<file path="config.mk">
export PLATFORM = sky130hd
export DESIGN_NAME = tagger_event_buffer
export DESIGN_NICKNAME = d
export VERILOG_FILES = /design/src/rtl/tagger_event_buffer.sv
export SDC_FILE = /design/constraint.sdc
export NUM_CORES = 2
export LEC_CHECK = 0
export CORE_MARGIN = 2
export CORE_UTILIZATION = 65
export DETAILED_ROUTE_END_ITERATION = 7
export PLACE_DENSITY = 0.84
export SKIP_CTS_REPAIR_TIMING = 1
export SYNTH_ARGS = -nofsm -noshare
export SYNTH_HDL_FRONTEND = slang
export SYNTH_SLANG_ARGS = --single-unit
</file>
<file path="constraint.sdc">
create_clock -name clk -period 21.1 [get_ports clk]
set_input_delay 2.11 -clock clk [delete_from_list [all_inputs] [get_ports clk]]
set_output_delay 2.11 -clock clk [all_outputs]
set_load 0.05 [all_outputs]
</file>
<file path="src/rtl/tagger_event_buffer.sv">
// Tagger serializer front end: timestamps edge/wrap cycles with a
// free-running counter and queues them for a pop/empty consumer.
module tagger_event_buffer #(
  parameter int CHANNELS   = 8,
  parameter int BITS       = 8,
  parameter int DEPTH_LOG2 = 4
) (
  input  logic                       clk,
  input  logic                       rst,
  input  logic                       enable,
  input  logic [BITS*CHANNELS-1:0]   sample_subtimes,
  input  logic [CHANNELS-1:0]        sample_edges,
  input  logic                       out_pop,
  output logic [BITS*CHANNELS-1:0]   out_subtimes,
  output logic [CHANNELS-1:0]        out_edges,
  output logic [15:0]                out_counter,
  output logic                       out_rollover,
  output logic                       out_overflow,
  output logic                       out_empty,
  output logic [DEPTH_LOG2:0]        occupancy,
  output logic [15:0]                drop_count
);

  localparam int DEPTH = 2 ** DEPTH_LOG2;
  localparam logic [DEPTH_LOG2:0] FULL_OCC =
    {1'b1, {DEPTH_LOG2{1'b0}}};

  typedef struct packed {
    logic [BITS*CHANNELS-1:0] subtimes;
    logic [CHANNELS-1:0]      edges;
    logic [15:0]              counter;
    logic                     rollover;
    logic                     overflow;
  } entry_t;

  entry_t                mem [DEPTH];
  logic [15:0]           counter;
  logic [DEPTH_LOG2-1:0] wr_ptr;
  logic [DEPTH_LOG2-1:0] rd_ptr;
  logic                  overflow_pending;

  logic                  wrap;
  logic                  push_req;
  logic                  pop_ok;
  logic                  accept;
  logic                  drop;
  logic [DEPTH_LOG2:0]   occ_next;
  entry_t                wr_entry;

  // Push/pop decisions and the entry built from this cycle's sample
  always_comb begin
    wrap     = (counter == 16'h0000);
    push_req = (enable && |sample_edges) || wrap;
    pop_ok   = out_pop && !out_empty;
    accept   = push_req && ((occupancy != FULL_OCC) || pop_ok);
    drop     = push_req && !accept;
    occ_next = occupancy;
    unique case ({accept, pop_ok})
      2'b10:   occ_next = occupancy + 1'b1;
      2'b01:   occ_next = occupancy - 1'b1;
      default: occ_next = occupancy;
    endcase
    wr_entry.subtimes = sample_subtimes;
    wr_entry.edges    = sample_edges & {CHANNELS{enable}};
    wr_entry.counter  = counter;
    wr_entry.rollover = wrap;
    wr_entry.overflow = overflow_pending;
  end

  // Storage array; stale contents are harmless once pointers reset
  always_ff @(posedge clk) begin
    if (accept) mem[wr_ptr] <= wr_entry;
  end

  // Counter, pointers, flags and the registered output entry
  always_ff @(posedge clk) begin
    if (rst) begin
      counter          <= '0;
      wr_ptr           <= '0;
      rd_ptr           <= '0;
      occupancy        <= '0;
      out_empty        <= 1'b1;
      overflow_pending <= 1'b0;
      drop_count       <= '0;
      out_subtimes     <= '0;
      out_edges        <= '0;
      out_counter      <= '0;
      out_rollover     <= 1'b0;
      out_overflow     <= 1'b0;
    end else begin
      counter   <= counter + 16'd1;
      occupancy <= occ_next;
      out_empty <= (occ_next == '0);
      if (accept) begin
        wr_ptr           <= wr_ptr + 1'b1;
        overflow_pending <= 1'b0;
      end
      if (drop) begin
        overflow_pending <= 1'b1;
        if (drop_count != 16'hFFFF)
          drop_count <= drop_count + 16'd1;
      end
      if (pop_ok) begin
        rd_ptr       <= rd_ptr + 1'b1;
        out_subtimes <= mem[rd_ptr].subtimes;
        out_edges    <= mem[rd_ptr].edges;
        out_counter  <= mem[rd_ptr].counter;
        out_rollover <= mem[rd_ptr].rollover;
        out_overflow <= mem[rd_ptr].overflow;
      end
    end
  end

endmodule

</file>
Word level (Yosys, flattened, before mapping)
Memories as Yosys holds them, arrays and structs flattened. A register that Yosys moved wholly into a read port is not among the register bits.
Cells that the tools add are included.
Storage, ports and cells
  register bits: 47
  bits in latches: 0
  RAM bits: 1440
  ROM bits: 0
  bits of input ports: 76
  output and inout bits: 112
  logic and storage cells: 37
  memories kept: 1
Memory list
  mem: words 16, bits a word 90, read ports 1, clocked after Yosys merged registers in 1, write ports 1, RTL line 36  | entry_t mem [DEPTH];
Cells by class
  add/subtract/negate cells: 6
  $mul: 0
  div/mod/pow operators: 0
  order comparisons: 0
  equal/unequal tests: 4
  shift-type cells: 0
  mux-type cells: 5
  bitwise gates (word level): 1
  reduce and logical (&&, ||, !) cells: 13
Operators with widths (number)
  adder 16 x 1 -> 16 bit (second input constant): 2
  zero test 16 bit: 1
  inequality test 16 bit (second input constant): 1
  case mux 5 bit (2 select lines): 1
  adder 4 x 1 -> 4 bit (second input constant): 2
  AND 8 bit: 1
  OR reduction 8 bit: 1
  adder 5 x 1 -> 5 bit (second input constant): 1
  zero test 5 bit: 1
  inequality test 5 bit (second input constant): 1
  subtractor 5 x 1 -> 5 bit (second input constant): 1
  logical AND 1 bit: 4
  2-to-1 mux 1 bit: 4
  equality test 2 x 1 -> 1 bit (second input constant): 1
  equality test 2 bit (second input constant): 1
  zero test 1 bit: 2
  logical OR 1 bit: 2
  AND reduction 2 bit: 1
  nonzero test 2 bit: 1

Depth between registers and ports, before layout
  depth in word-level cells: 7
  depth in mapped cells: 13
  depth with buffers taken out: 13

Least setup slack after synthesis
No wires, ideal clock.
  kind: in2reg
  start point: input port out_pop
  end point: memory mem[3][0] (netlist bit) (enable)
  library setup time: 649 ps
  arrival: 9125 ps
  data required time: 20451 ps
  setup slack: 11326 ps
  stages: 6
  buffers on the path: 1
  path through: nor2b_1 -> clkbuf_1 -> nor3_4 -> a21oi_2 -> nand2_1 -> nor3_1
On the way
  word-level cells in the longest chain between the ends: 5
RTL lines
  start, declared: RTL line 13  | input logic out_pop,
  logical AND 1 bit: RTL line 54  | pop_ok = out_pop && !out_empty;
  logical OR 1 bit: RTL line 55  | accept = push_req && ((occupancy != FULL_OCC) || pop_ok);
  logical AND 1 bit: RTL line 55
  2-to-1 mux 1 bit: RTL line 72  | if (accept) mem[wr_ptr] <= wr_entry;
  2-to-1 mux 1 bit (not written as such): RTL line 72
  end, declared: RTL line 36
Every way passes these cells.

Worst setup path after layout
  start point: input port out_pop
  end point: memory mem[13][89] (netlist bit) (enable)
The elaborated chain is that of the path after synthesis.

==> results.md <==
* Maximum number of pins on one net before global-route repair at 172
* IO buf count at 187
* Accumulated negative setup slack at 0 ns
* Longest Clk Path Bufs at 3
* Vias in the first global route at between 30,000 and 40,000
* Share of total power in sequential cells at about half
* Initial cell density of the core at 65.8%
* CTS H-Tree Depth at 4
* Pre-CTS setup slack at 14.42 ns
* Count of flip-flops with a built-in enable after synthesis at 1,440
* RSZ-0062 raised after global routing: no
* Launching point of the worst reg2reg path: counter[1]
* Clk root buf: sky130_fd_sc_hd__clkbuf_16
* Final setup fails at 0
* Antenna violations before repair at 5
* FMAX at 161 MHz
* Hold Path Class: flop to flop
* TritonCTS sink count at 1,577
* Endpoint of the worst hold-timing path: out_counter[5]
* WP data arrival at roughly 6.6 ns
* Part of the power in combinational logic at 14.5%
* Worst path required time at ~21 ns
* Skew final at 0.0360 ns
* Tcrit/Tclk final at between 20 and 30%
* Most used DFF post-synth: sky130_fd_sc_hd__edfxtp_1
* 1st-pass router iterations at 6
* Max capacitance violation total at 0
* TritonCTS buffer count at around 150
* Total net switching power at 1.89 mW
* Post-Route WL at 151 mm
* DRC violations left at 0
* Clock input transition at the sequential cells of the worst setup and hold paths at 0.06 ns
* Placed Cells incl. Taps at 3,941
* Run status: finished, final reports clean
* Clock power share at about 36%
* Horizontal die dimension at 306 um
* Cell area after layout at between 60,000 and 70,000 um^2
* Routed wire length per instance at around 36 um
* Instance count along the most critical hold path at 2
* Type of origin of the critical path: input port
* End-of-flow core utilization at 74.8%
* Worst Path Class, Setup: input port to flop
* Mean cell area of the mapped netlist at 22.2 um^2
* Number of vias in the routed layout at 29,747
* Leading cell type in the layout, fill and taps excluded: sky130_fd_sc_hd__edfxtp_1
* Clock network latency to the later pin of the worst-skew pair at just under 0.8 ns
* Standard-cell rows at 110
* Layout cells sized above 1 at 24.8%
* Routed Antenna Nets at 0
* Register-to-Register Setup Slack at 16.13 ns
* Area inside the core boundary at 90,300 um^2
* I/O pin count at 188
* Seq cells post-synth at 1,577
* Max-slew violations at 0
* Number of nets in the layout at approximately 3,000
* Switching power share of the total at 25.4%
* Startpoint of the most critical hold path: out_counter[5]
* Number of standard cells in the layout, taps in and fillers out at 4,227
* Cell leakage power at between 20 and 25 nW
* Global route overflow at 0
* Worst IR Drop VDD at about 0.00010 V
* Final min period at 6.23 ns
* Distinct cell type count after synthesis at 48
* Number of warnings printed during yosys synthesis at 0
* Cell area after technology mapping at about 59,000 um^2
* Syn_nets at 2,758
* Die Outline Area at 93,800 um^2
* Post-detailed-placement cell area at 62,600 um^2
* Global-route wire length before repair at 219 mm
* Aggregate global-route resource usage at between 30% and 40%
* GPL Wtd Cong at between 0.7 and 0.8
* Vias per inst at 7.04
* Number of DRC markers after the initial detailed-route iteration at approximately 4,300
* CTS tree: done
* Syn-to-layout area delta at 13.8%
* Tightest slew margin relative to the limit at between 10 and 15%
* Worst Slack Setup Final at 14.87 ns
* Highest-count cells in the layout ignoring fill and taps: sky130_fd_sc_hd__edfxtp_1, sky130_fd_sc_hd__mux4_2, sky130_fd_sc_hd__nand2_1
* Worst Tran Pin Value at 1.30 ns
* Worst-path fanout max at 53
* Fill count at 4,394
* Endpoints failing hold at 0
* Power density of the placed cells at 110 nW/um^2
* Share of the yosys chip area belonging to registers at 77.4%
* Die boundary height at between 300 and 400 um
* Instance count of the mapped netlist at 2,670
* Internal portion of total power at around 5.6 mW
* End of the worst register-to-register path: mem[13][89]
* HPWL reported at the end of detailed placement at 71.7 mm
* Async SR Flop Fraction at 0%
* Worst reg2reg path depth at 9
* Crit end category: flop
flip-flops by register name, indices dropped and copies added, names as in the netlist:
| name | flops |
|---|---|
| wr_ptr | 4 |
| out_rollover | 1 |
| out_overflow | 1 |
| out_counter | 16 |
| rd_ptr | 4 |
| overflow_pending | 1 |
| out_edges | 8 |
| mem | 1440 |
| out_empty | 1 |
| drop_count | 16 |
| occupancy | 5 |
| counter | 16 |
| out_subtimes | 64 |
synth_stat cells, types with 11 or more instances:
| cell type | count | area, um^2 |
|---|---|---|
| sky130_fd_sc_hd__xor2_1 | 16 | 140 |
| sky130_fd_sc_hd__mux4_2 | 450 | 10100 |
| sky130_fd_sc_hd__xnor2_1 | 23 | 201 |
| sky130_fd_sc_hd__nand3_1 | 13 | 65.1 |
| sky130_fd_sc_hd__clkbuf_1 | 78 | 293 |
| sky130_fd_sc_hd__edfxtp_1 | 1440 | 43200 |
| sky130_fd_sc_hd__buf_2 | 32 | 160 |
| sky130_fd_sc_hd__nand2_1 | 198 | 743 |
| sky130_fd_sc_hd__dfxtp_1 | 137 | 2740 |
| sky130_fd_sc_hd__ha_1 | 11 | 138 |
| sky130_fd_sc_hd__nor2_1 | 58 | 218 |
| sky130_fd_sc_hd__a21oi_1 | 95 | 475 |
| sky130_fd_sc_hd__buf_1 | 18 | 67.6 |
stage by stage:
stage / power (mW) / hold WS (ns)
2_1_floorplan: 4.44 / 0.533
3_3_place_gp: 4.71 / 0.442
3_5_place_dp: 4.75 / 0.449
4_1_cts: 7.47 / 0.457
5_1_grt: 7.62 / 0.475
6_report: 7.45 / 0.456
layer usage:
layer,vias to the layer above,GRT usage (%),wire length [um]
met4,6,14.2,6880
met1,15415,42.2,50100
li1,11569,-,-
met5,-,0,33
met2,2311,56.5,78800
met3,446,6.08,15000
worst max path at each step:
stage | startpoint | endpoint | slack, ns
floorplan | out_pop | mem[3][0] | 11.33
finish | out_pop | mem[13][89] | 14.87
global route | out_pop | mem[13][89] | 14.75
CTS | out_pop | mem[14][21] | 14.97
global placement | out_pop | mem[14][22] | 14.64
detailed placement | out_pop | mem[13][27] | 14.42
final cells by class:
type	instances	area (um^2)	area share, %
multi-input combinational	942	12900	19.0
tap	1176	1470	2.18
clock inverter	86	853	1.26
clock buffer	196	4070	6.03
antenna	4	10.0	0.0148
sequential	1577	46000	68.1
inverter	10	37.5	0.0556
timing repair buffer	236	2270	3.37
critical path, stage by stage:
cell and delay (ns):
sky130_fd_sc_hd__clkdlybuf4s50_1 0.52, sky130_fd_sc_hd__nor2b_4 0.87, sky130_fd_sc_hd__nor3_4 0.13, sky130_fd_sc_hd__a21oi_2 0.43, sky130_fd_sc_hd__nand2_1 0.43, sky130_fd_sc_hd__nor2_4 0.65, sky130_fd_sc_hd__buf_4 0.47, sky130_fd_sc_hd__buf_4 0.87
logic make-up after synthesis:
logic type | synth area share (%)
xor gates and xnor gates | 0.575
adders and majority gates | 0.265
and+or+nand+nor | 2.47
buffers and inverters | 1.13
DFF | 77.4
AOI/OAI and AO/OA | 0.990
muxes | 17.1
power by group through the flow:
stage / logic, mW / clock network [mW] / registers, mW
final: 1.08 / 2.71 / 3.66
after floorplan: 0.633 / 0 / 3.81
after global routing: 1.12 / 2.83 / 3.67
after CTS: 1.08 / 2.73 / 3.66
after detailed placement: 1.05 / 0 / 3.71
after global placement: 1.02 / 0 / 3.69
Power figures use the tool's default switching activity.
